<file path="config.mk">
export PLATFORM = sky130hd
export DESIGN_NAME = mm_host_sequencer
export DESIGN_NICKNAME = d
export VERILOG_FILES = /design/src/rtl/mm_seq_pkg.sv /design/src/rtl/mm_seq_hdr.sv /design/src/rtl/mm_host_sequencer.sv
export SDC_FILE = /design/constraint.sdc
export NUM_CORES = 1
export LEC_CHECK = 0
export CAP_MARGIN = 25
export CORE_MARGIN = 1.5
export CORE_UTILIZATION = 45
export CTS_BUF_LIST = sky130_fd_sc_hd__clkbuf_2 sky130_fd_sc_hd__clkbuf_4 sky130_fd_sc_hd__clkbuf_8
export CTS_CLUSTER_SIZE = 30
export DETAILED_ROUTE_END_ITERATION = 10
export PLACE_DENSITY_LB_ADDON = 0.15
export SLEW_MARGIN = 20
export SYNTH_ARGS = -nofsm -noshare
export SYNTH_HDL_FRONTEND = slang
export SYNTH_SLANG_ARGS = --single-unit
</file>
<file path="constraint.sdc">
create_clock -name clk -period 3.6 [get_ports clk]
set_input_delay 0.54 -clock clk [delete_from_list [all_inputs] [get_ports clk]]
set_output_delay 0.54 -clock clk [all_outputs]
set_load 0.03 [all_outputs]
</file>
<file path="src/rtl/mm_seq_pkg.sv">
// Shared types and constants for the matrix-multiplier host sequencer.
package mm_seq_pkg;

    typedef enum logic [2:0] {
        S_IDLE,
        S_HDR,
        S_LOAD_IM,
        S_LOAD_DM,
        S_RUN,
        S_RD,
        S_RD_WAIT,
        S_TX
    } state_e;

    localparam int unsigned HDR_BYTES    = 7;
    localparam int unsigned OFF_IM_LEN   = 0;
    localparam int unsigned OFF_DM_LEN   = 1;
    localparam int unsigned OFF_RES_BASE = 3;
    localparam int unsigned OFF_RES_LEN  = 5;

    // im_len of zero encodes a full 256-word program.
    function automatic logic [15:0] im_words(input logic [7:0] len);
        return (len == 8'd0) ? 16'd256 : {8'd0, len};
    endfunction

endpackage

</file>
<file path="src/rtl/mm_seq_hdr.sv">
// Header capture: collects the 7 big-endian header bytes into the job field registers.
module mm_seq_hdr
    import mm_seq_pkg::*;
(
    input  logic        clk,
    input  logic        rst_n,
    input  logic [7:0]  hdr_byte,
    input  logic        hdr_valid,
    input  logic        hdr_clear,
    output logic [7:0]  im_len,
    output logic [15:0] dm_len,
    output logic [15:0] res_base,
    output logic [15:0] res_len,
    output logic        hdr_done
);

    logic [2:0]                  cnt_q, cnt_d;
    logic [HDR_BYTES-1:0][7:0]   bytes_q, bytes_d;

    always_comb begin
        cnt_d    = cnt_q;
        bytes_d  = bytes_q;
        hdr_done = 1'b0;
        if (hdr_clear) begin
            cnt_d   = '0;
            bytes_d = '0;
        end else if (hdr_valid) begin
            bytes_d[cnt_q] = hdr_byte;
            if (cnt_q == 3'(HDR_BYTES - 1)) begin
                cnt_d    = '0;
                hdr_done = 1'b1;
            end else begin
                cnt_d = cnt_q + 3'd1;
            end
        end
    end

    always_ff @(posedge clk or negedge rst_n) begin
        if (!rst_n) begin
            cnt_q   <= '0;
            bytes_q <= '0;
        end else begin
            cnt_q   <= cnt_d;
            bytes_q <= bytes_d;
        end
    end

    assign im_len   = bytes_q[OFF_IM_LEN];
    assign dm_len   = {bytes_q[OFF_DM_LEN],   bytes_q[OFF_DM_LEN + 1]};
    assign res_base = {bytes_q[OFF_RES_BASE], bytes_q[OFF_RES_BASE + 1]};
    assign res_len  = {bytes_q[OFF_RES_LEN],  bytes_q[OFF_RES_LEN + 1]};

endmodule

</file>
<file path="src/rtl/mm_host_sequencer.sv">
// Host run controller: loads IM/DM from the host byte stream, runs the core, streams results back.
// Optional run watchdog enabled by defining RUN_TIMEOUT_EN.
module mm_host_sequencer
    import mm_seq_pkg::*;
#(
    parameter int unsigned IM_AW       = 8,
    parameter int unsigned DM_AW       = 12,
    parameter int unsigned TIMEOUT_CYC = 1000000
) (
    input  logic             clk,
    input  logic             rst_n,
    input  logic             start,
    input  logic [7:0]       rx_data,
    input  logic             rx_valid,
    output logic [7:0]       tx_data,
    output logic             tx_valid,
    input  logic             tx_ready,
    output logic             im_wr,
    output logic [IM_AW-1:0] im_addr,
    output logic [7:0]       im_wdata,
    output logic             dm_wr,
    output logic [DM_AW-1:0] dm_addr,
    output logic [7:0]       dm_wdata,
    input  logic [7:0]       dm_rdata,
    output logic             core_rst_n,
    input  logic             end_op,
    output logic             busy,
    output logic             done,
    output logic             err
);

    state_e      state_q, state_d;
    logic [15:0] cnt_q, cnt_d;
    logic [15:0] idx_q, idx_d;
    logic [7:0]  tx_data_q, tx_data_d;
    logic        tx_valid_q, tx_valid_d;
    logic        core_rst_n_q, core_rst_n_d;
    logic        busy_q, busy_d;
    logic        done_q, done_d;
    logic        err_q, err_d;
    logic        hdr_clear;
`ifdef RUN_TIMEOUT_EN
    logic [31:0] wd_q, wd_d;
`endif

    logic [7:0]  im_len;
    logic [15:0] dm_len, res_base, res_len;
    logic        hdr_done;

    mm_seq_hdr u_hdr (
        .clk       (clk),
        .rst_n     (rst_n),
        .hdr_byte  (rx_data),
        .hdr_valid (rx_valid && (state_q == S_HDR)),
        .hdr_clear (hdr_clear),
        .im_len    (im_len),
        .dm_len    (dm_len),
        .res_base  (res_base),
        .res_len   (res_len),
        .hdr_done  (hdr_done)
    );

    always_comb begin
        state_d    = state_q;
        cnt_d      = cnt_q;
        idx_d      = idx_q;
        tx_data_d  = tx_data_q;
        tx_valid_d = tx_valid_q;
        err_d      = err_q;
        done_d     = 1'b0;
        hdr_clear  = 1'b0;
`ifdef RUN_TIMEOUT_EN
        wd_d = (state_q == S_RUN) ? wd_q + 32'd1 : '0;
`endif
        case (state_q)
            S_IDLE: begin
                if (start) begin
                    state_d   = S_HDR;
                    err_d     = 1'b0;
                    cnt_d     = '0;
                    idx_d     = '0;
                    hdr_clear = 1'b1;
                end
            end
            S_HDR: begin
                if (hdr_done) state_d = S_LOAD_IM;
            end
            S_LOAD_IM: begin
                if (rx_valid) begin
                    if (cnt_q + 16'd1 == im_words(im_len)) begin
                        cnt_d   = '0;
                        state_d = (dm_len != 16'd0) ? S_LOAD_DM : S_RUN;
                    end else begin
                        cnt_d = cnt_q + 16'd1;
                    end
                end
            end
            S_LOAD_DM: begin
                if (rx_valid) begin
                    if (cnt_q + 16'd1 == dm_len) begin
                        cnt_d   = '0;
                        state_d = S_RUN;
                    end else begin
                        cnt_d = cnt_q + 16'd1;
                    end
                end
            end
            S_RUN: begin
                if (end_op) begin
                    state_d = (res_len != 16'd0) ? S_RD : S_IDLE;
                    done_d  = (res_len == 16'd0);
                end
`ifdef RUN_TIMEOUT_EN
                else if (wd_q == 32'(TIMEOUT_CYC - 1)) begin
                    err_d   = 1'b1;
                    done_d  = 1'b1;
                    state_d = S_IDLE;
                end
`endif
            end
            S_RD: state_d = S_RD_WAIT;
            S_RD_WAIT: begin
                // dm_rdata now reflects the address presented during S_RD
                tx_data_d  = dm_rdata;
                tx_valid_d = 1'b1;
                state_d    = S_TX;
            end
            S_TX: begin
                if (tx_ready) begin
                    tx_valid_d = 1'b0;
                    idx_d      = idx_q + 16'd1;
                    if (idx_q + 16'd1 == res_len) begin
                        state_d = S_IDLE;
                        done_d  = 1'b1;
                    end else begin
                        state_d = S_RD;
                    end
                end
            end
            default: state_d = S_IDLE;
        endcase
        core_rst_n_d = (state_d == S_RUN);
        busy_d       = (state_d != S_IDLE);
    end

    always_ff @(posedge clk or negedge rst_n) begin
        if (!rst_n) begin
            state_q      <= S_IDLE;
            cnt_q        <= '0;
            idx_q        <= '0;
            tx_data_q    <= '0;
            tx_valid_q   <= 1'b0;
            core_rst_n_q <= 1'b0;
            busy_q       <= 1'b0;
            done_q       <= 1'b0;
            err_q        <= 1'b0;
`ifdef RUN_TIMEOUT_EN
            wd_q         <= '0;
`endif
        end else begin
            state_q      <= state_d;
            cnt_q        <= cnt_d;
            idx_q        <= idx_d;
            tx_data_q    <= tx_data_d;
            tx_valid_q   <= tx_valid_d;
            core_rst_n_q <= core_rst_n_d;
            busy_q       <= busy_d;
            done_q       <= done_d;
            err_q        <= err_d;
`ifdef RUN_TIMEOUT_EN
            wd_q         <= wd_d;
`endif
        end
    end

    // Load strobes follow rx_valid in the same cycle, so they are decoded from state.
    assign im_wr    = (state_q == S_LOAD_IM) && rx_valid;
    assign im_addr  = IM_AW'(cnt_q);
    assign im_wdata = im_wr ? rx_data : '0;
    assign dm_wr    = (state_q == S_LOAD_DM) && rx_valid;
    assign dm_wdata = dm_wr ? rx_data : '0;

    always_comb begin
        dm_addr = '0;
        if (state_q == S_LOAD_DM)
            dm_addr = DM_AW'(cnt_q);
        else if ((state_q == S_RD) || (state_q == S_RD_WAIT))
            dm_addr = DM_AW'(res_base + idx_q);
    end

    assign tx_data    = tx_data_q;
    assign tx_valid   = tx_valid_q;
    assign core_rst_n = core_rst_n_q;
    assign busy       = busy_q;
    assign done       = done_q;
    assign err        = err_q;

endmodule

</file>
==> metrics.yaml <==
fmax_ghz: 0.285
syn-num-nets: 858
slew_headroom: 0.353
syn_avg_cell_area_sq_um: 8.72
synth.cell_area_sq_mm: 0.00717
status: "complete, no violations"
die_area_sq_mm: 0.0167
routabilityCongestion: 0.938
clock_latency_ns: 0.38
cts.htree.levels: 3
area_delta_synth_final_pct: 16.5
synth_edf_count: 0
cp_common_cell: "o21a_1"
track_usage: 0.267
p_switching_w: 0.00115
setup_ws_ns: 0.0942
cp-start-kind: "flip-flop"
synthFlopType: "dfrtp_1"
cap_viol_max_count: 0
cp-end-kind: "primary output"
ioPinCount: 73
numCtsBuffers: 9
synth_warnings: 0
min_path_type: "in -> async"
finalCriticalPeriod_ns: 3.51
drc: 0
hold_buffers: 0
grt_overflow: 0
cp_top_family: "compound AO/OA/AOI/OAI gates"
crit_chain: "ha_1 > inv_1 > fa_2 > nor2b_1 > o21ai_1 > a21boi_1 > o21a_1 > o21a_1 > o211ai_1 > a2111oi_1 > nand3b_1 > buf_6"
wire_per_inst_um: 19.8
fillers: 1412
pwr-share-clk: 0.252
worstSetupPathType: "reg -> out"
die_x_um: 129
critPathBufInv: 2
crit_path_top_delay_cell: "a2111oi_1"
synthesis.instances: 822
grt_max_degree: 75
skew_ns: 0.00887
setup_violations: 0
cts_tree: "yes"
hold_violations: 0
drive_gt1_frac: 0.113
core_sq_mm: 0.0154
place_area_sq_mm: 0.00808
die_h_um: 129
postLayoutCellArea_sq_mm: 0.00835
drv_slew: 0
initial_core_util: 0.466
critPathMaxStageDelay_ns: 0.39
tightest_slew_ns: 0.966
port_buffers: 71
switching_share: 0.364
pwr-share-seq: 0.393
rsz0062_at_grt: "yes"
irDropWorstVdd_uv: 224
viasPerCell: 6.06
arrival_ns: 2.97
final_common_cell: "dfrtp_1"
first_global_vias: 6134
rows: 45
cts_root_buffer: "clkbuf_8"
grt_pass1_wl_mm: 34.3
clockBufferDepth: 2
p_per_area_mw_per_mm2: 379
clkTransAtPathRegs_ns: 0.10
finalCritPeriodShare: 0.974
place_ws_ns: 0.263
final_cell_mix: "dfrtp_1, nand2_1, nor2_1"
comb_power_share: 0.355
cts.sinks: 102
ys_types: 79
final_nets: 912
async_flop_share: 1.00
cp.required_ns: 3.06
hpwlAfterDp_mm: 15.8
leakage_nw: 3.66
final_antenna_net_count: 0
ys_ff_latch: 102
wirelength_mm: 21.6
via_count: 6611
internal_power_w: 0.00201
first_pass_iters: 5
diodes: 0
antenna_found_initial: 0
drt_iter0_drc: 532
crit_fanout: 3
seq_area_frac_synth: 0.356
## layout make-up
| class | instances | area [sq um] | area share |
|---|---|---|---|
| Sequential cell | 102 | 2550 | 0.306 |
| Tap cell | 211 | 264 | 0.0316 |
| Clock inverter | 6 | 86.3 | 0.0103 |
| Inverter | 27 | 101 | 0.0121 |
| Timing Repair Buffer | 112 | 1040 | 0.125 |
| Clock buffer | 9 | 124 | 0.0148 |
| Multi-Input combinational cell | 624 | 4180 | 0.500 |
## path summary, 6_finish.rpt
| path | from | to | slack (ns) | cells after the start |
|---|---|---|---|---|
| max reg2reg | idx_q[0] | busy | 0.34 | 10 |
| min in group clk | tx_valid | tx_valid | 0.50 | 2 |
| min | rst_n | u_hdr.res_base[2] | 0.06 | 1 |
| max in group asynchronous | rst_n | state_q[0] | 2.76 | 3 |
| max | idx_q[0] | dm_addr[10] | 0.09 | 12 |
| min reg2reg | tx_valid | tx_valid | 0.50 | 2 |
## synthesized netlist by cell type (all sizes together), types with 8 or more instances
cell type,instances,area share
inv,27,0.014
nor4,13,0.012
nor2b,12,0.010
nand2,76,0.040
and2,16,0.014
clkbuf,35,0.019
o31ai,11,0.012
nand3,33,0.024
nor3,19,0.015
buf,34,0.031
o22ai,12,0.010
xor2,20,0.025
mux2i,50,0.070
and3,19,0.017
nor3b,8,0.0084
dfrtp,102,0.36
xnor2,37,0.045
mux2,9,0.014
o21ai,52,0.036
a31oi,16,0.014
or3,9,0.0079
or4,10,0.011
a21oi,20,0.014
nand4,22,0.024
nor2,72,0.039
ha,13,0.023
## routing by layer
metal,up-vias,track usage,share of wire
met5,-,0,0
met4,0,0.0489,0.0066
met3,13,0.0607,0.085
met2,297,0.396,0.44
met1,3241,0.400,0.47
li1,3060,-,-
## power by group through the flow
| stage | clock [W] | combinational, W | sequential [W] |
|---|---|---|---|
| final | 0.000796 | 0.00112 | 0.00124 |
| after global routing | 0.000864 | 0.00120 | 0.00125 |
| after CTS | 0.000819 | 0.00112 | 0.00124 |
| after detailed placement | 0 | 0.00111 | 0.00127 |
| after global placement | 0 | 0.00110 | 0.00126 |
| after floorplan | 0 | 0.000730 | 0.00127 |
## flip-flops by register name, indices dropped and copies added, names as in the netlist, 3 cells and up
| name | cells |
|---|---|
| cnt_q | 16 |
| idx_q | 16 |
| u_hdr.dm_len | 16 |
| u_hdr.res_len | 16 |
| u_hdr.res_base | 12 |
| tx_data | 8 |
| u_hdr.im_len | 8 |
| state_q | 3 |
| u_hdr.cnt_q | 3 |
## metrics by stage
stage / power (W) / hold WS [ns] / utilization / instances / setup TNS [ns]
2_1_floorplan: 0.00200 / 0.244 / - / 822 / 0
3_3_place_gp: 0.00237 / 0.467 / 0.526 / 1074 / 0
3_5_place_dp: 0.00238 / 0.481 / 0.526 / 1074 / 0
4_1_cts: 0.00318 / 0.325 / 0.540 / 1090 / 0
5_1_grt: 0.00332 / 0.0611 / 0.543 / 1091 / -0.113
6_report: 0.00316 / 0.0575 / 0.543 / 1091 / 0
## cell families after synthesis
family	Yosys count	synth area share
other	1	0.000523
and+or+nand+nor	334	0.252
buffers and inverters	96	0.0644
adders and majority gates	15	0.0271
AOI/OAI and AO/OA	158	0.145
muxes	59	0.0839
xor gates and xnor gates	57	0.0707
DFF	102	0.356
## what timing repair did
item,4_1_cts,5_1_grt
setup buffers,1,0
resized for setup,3,13
endpoints found under the setup margin,5,6
Power figures use the tool's default switching activity.
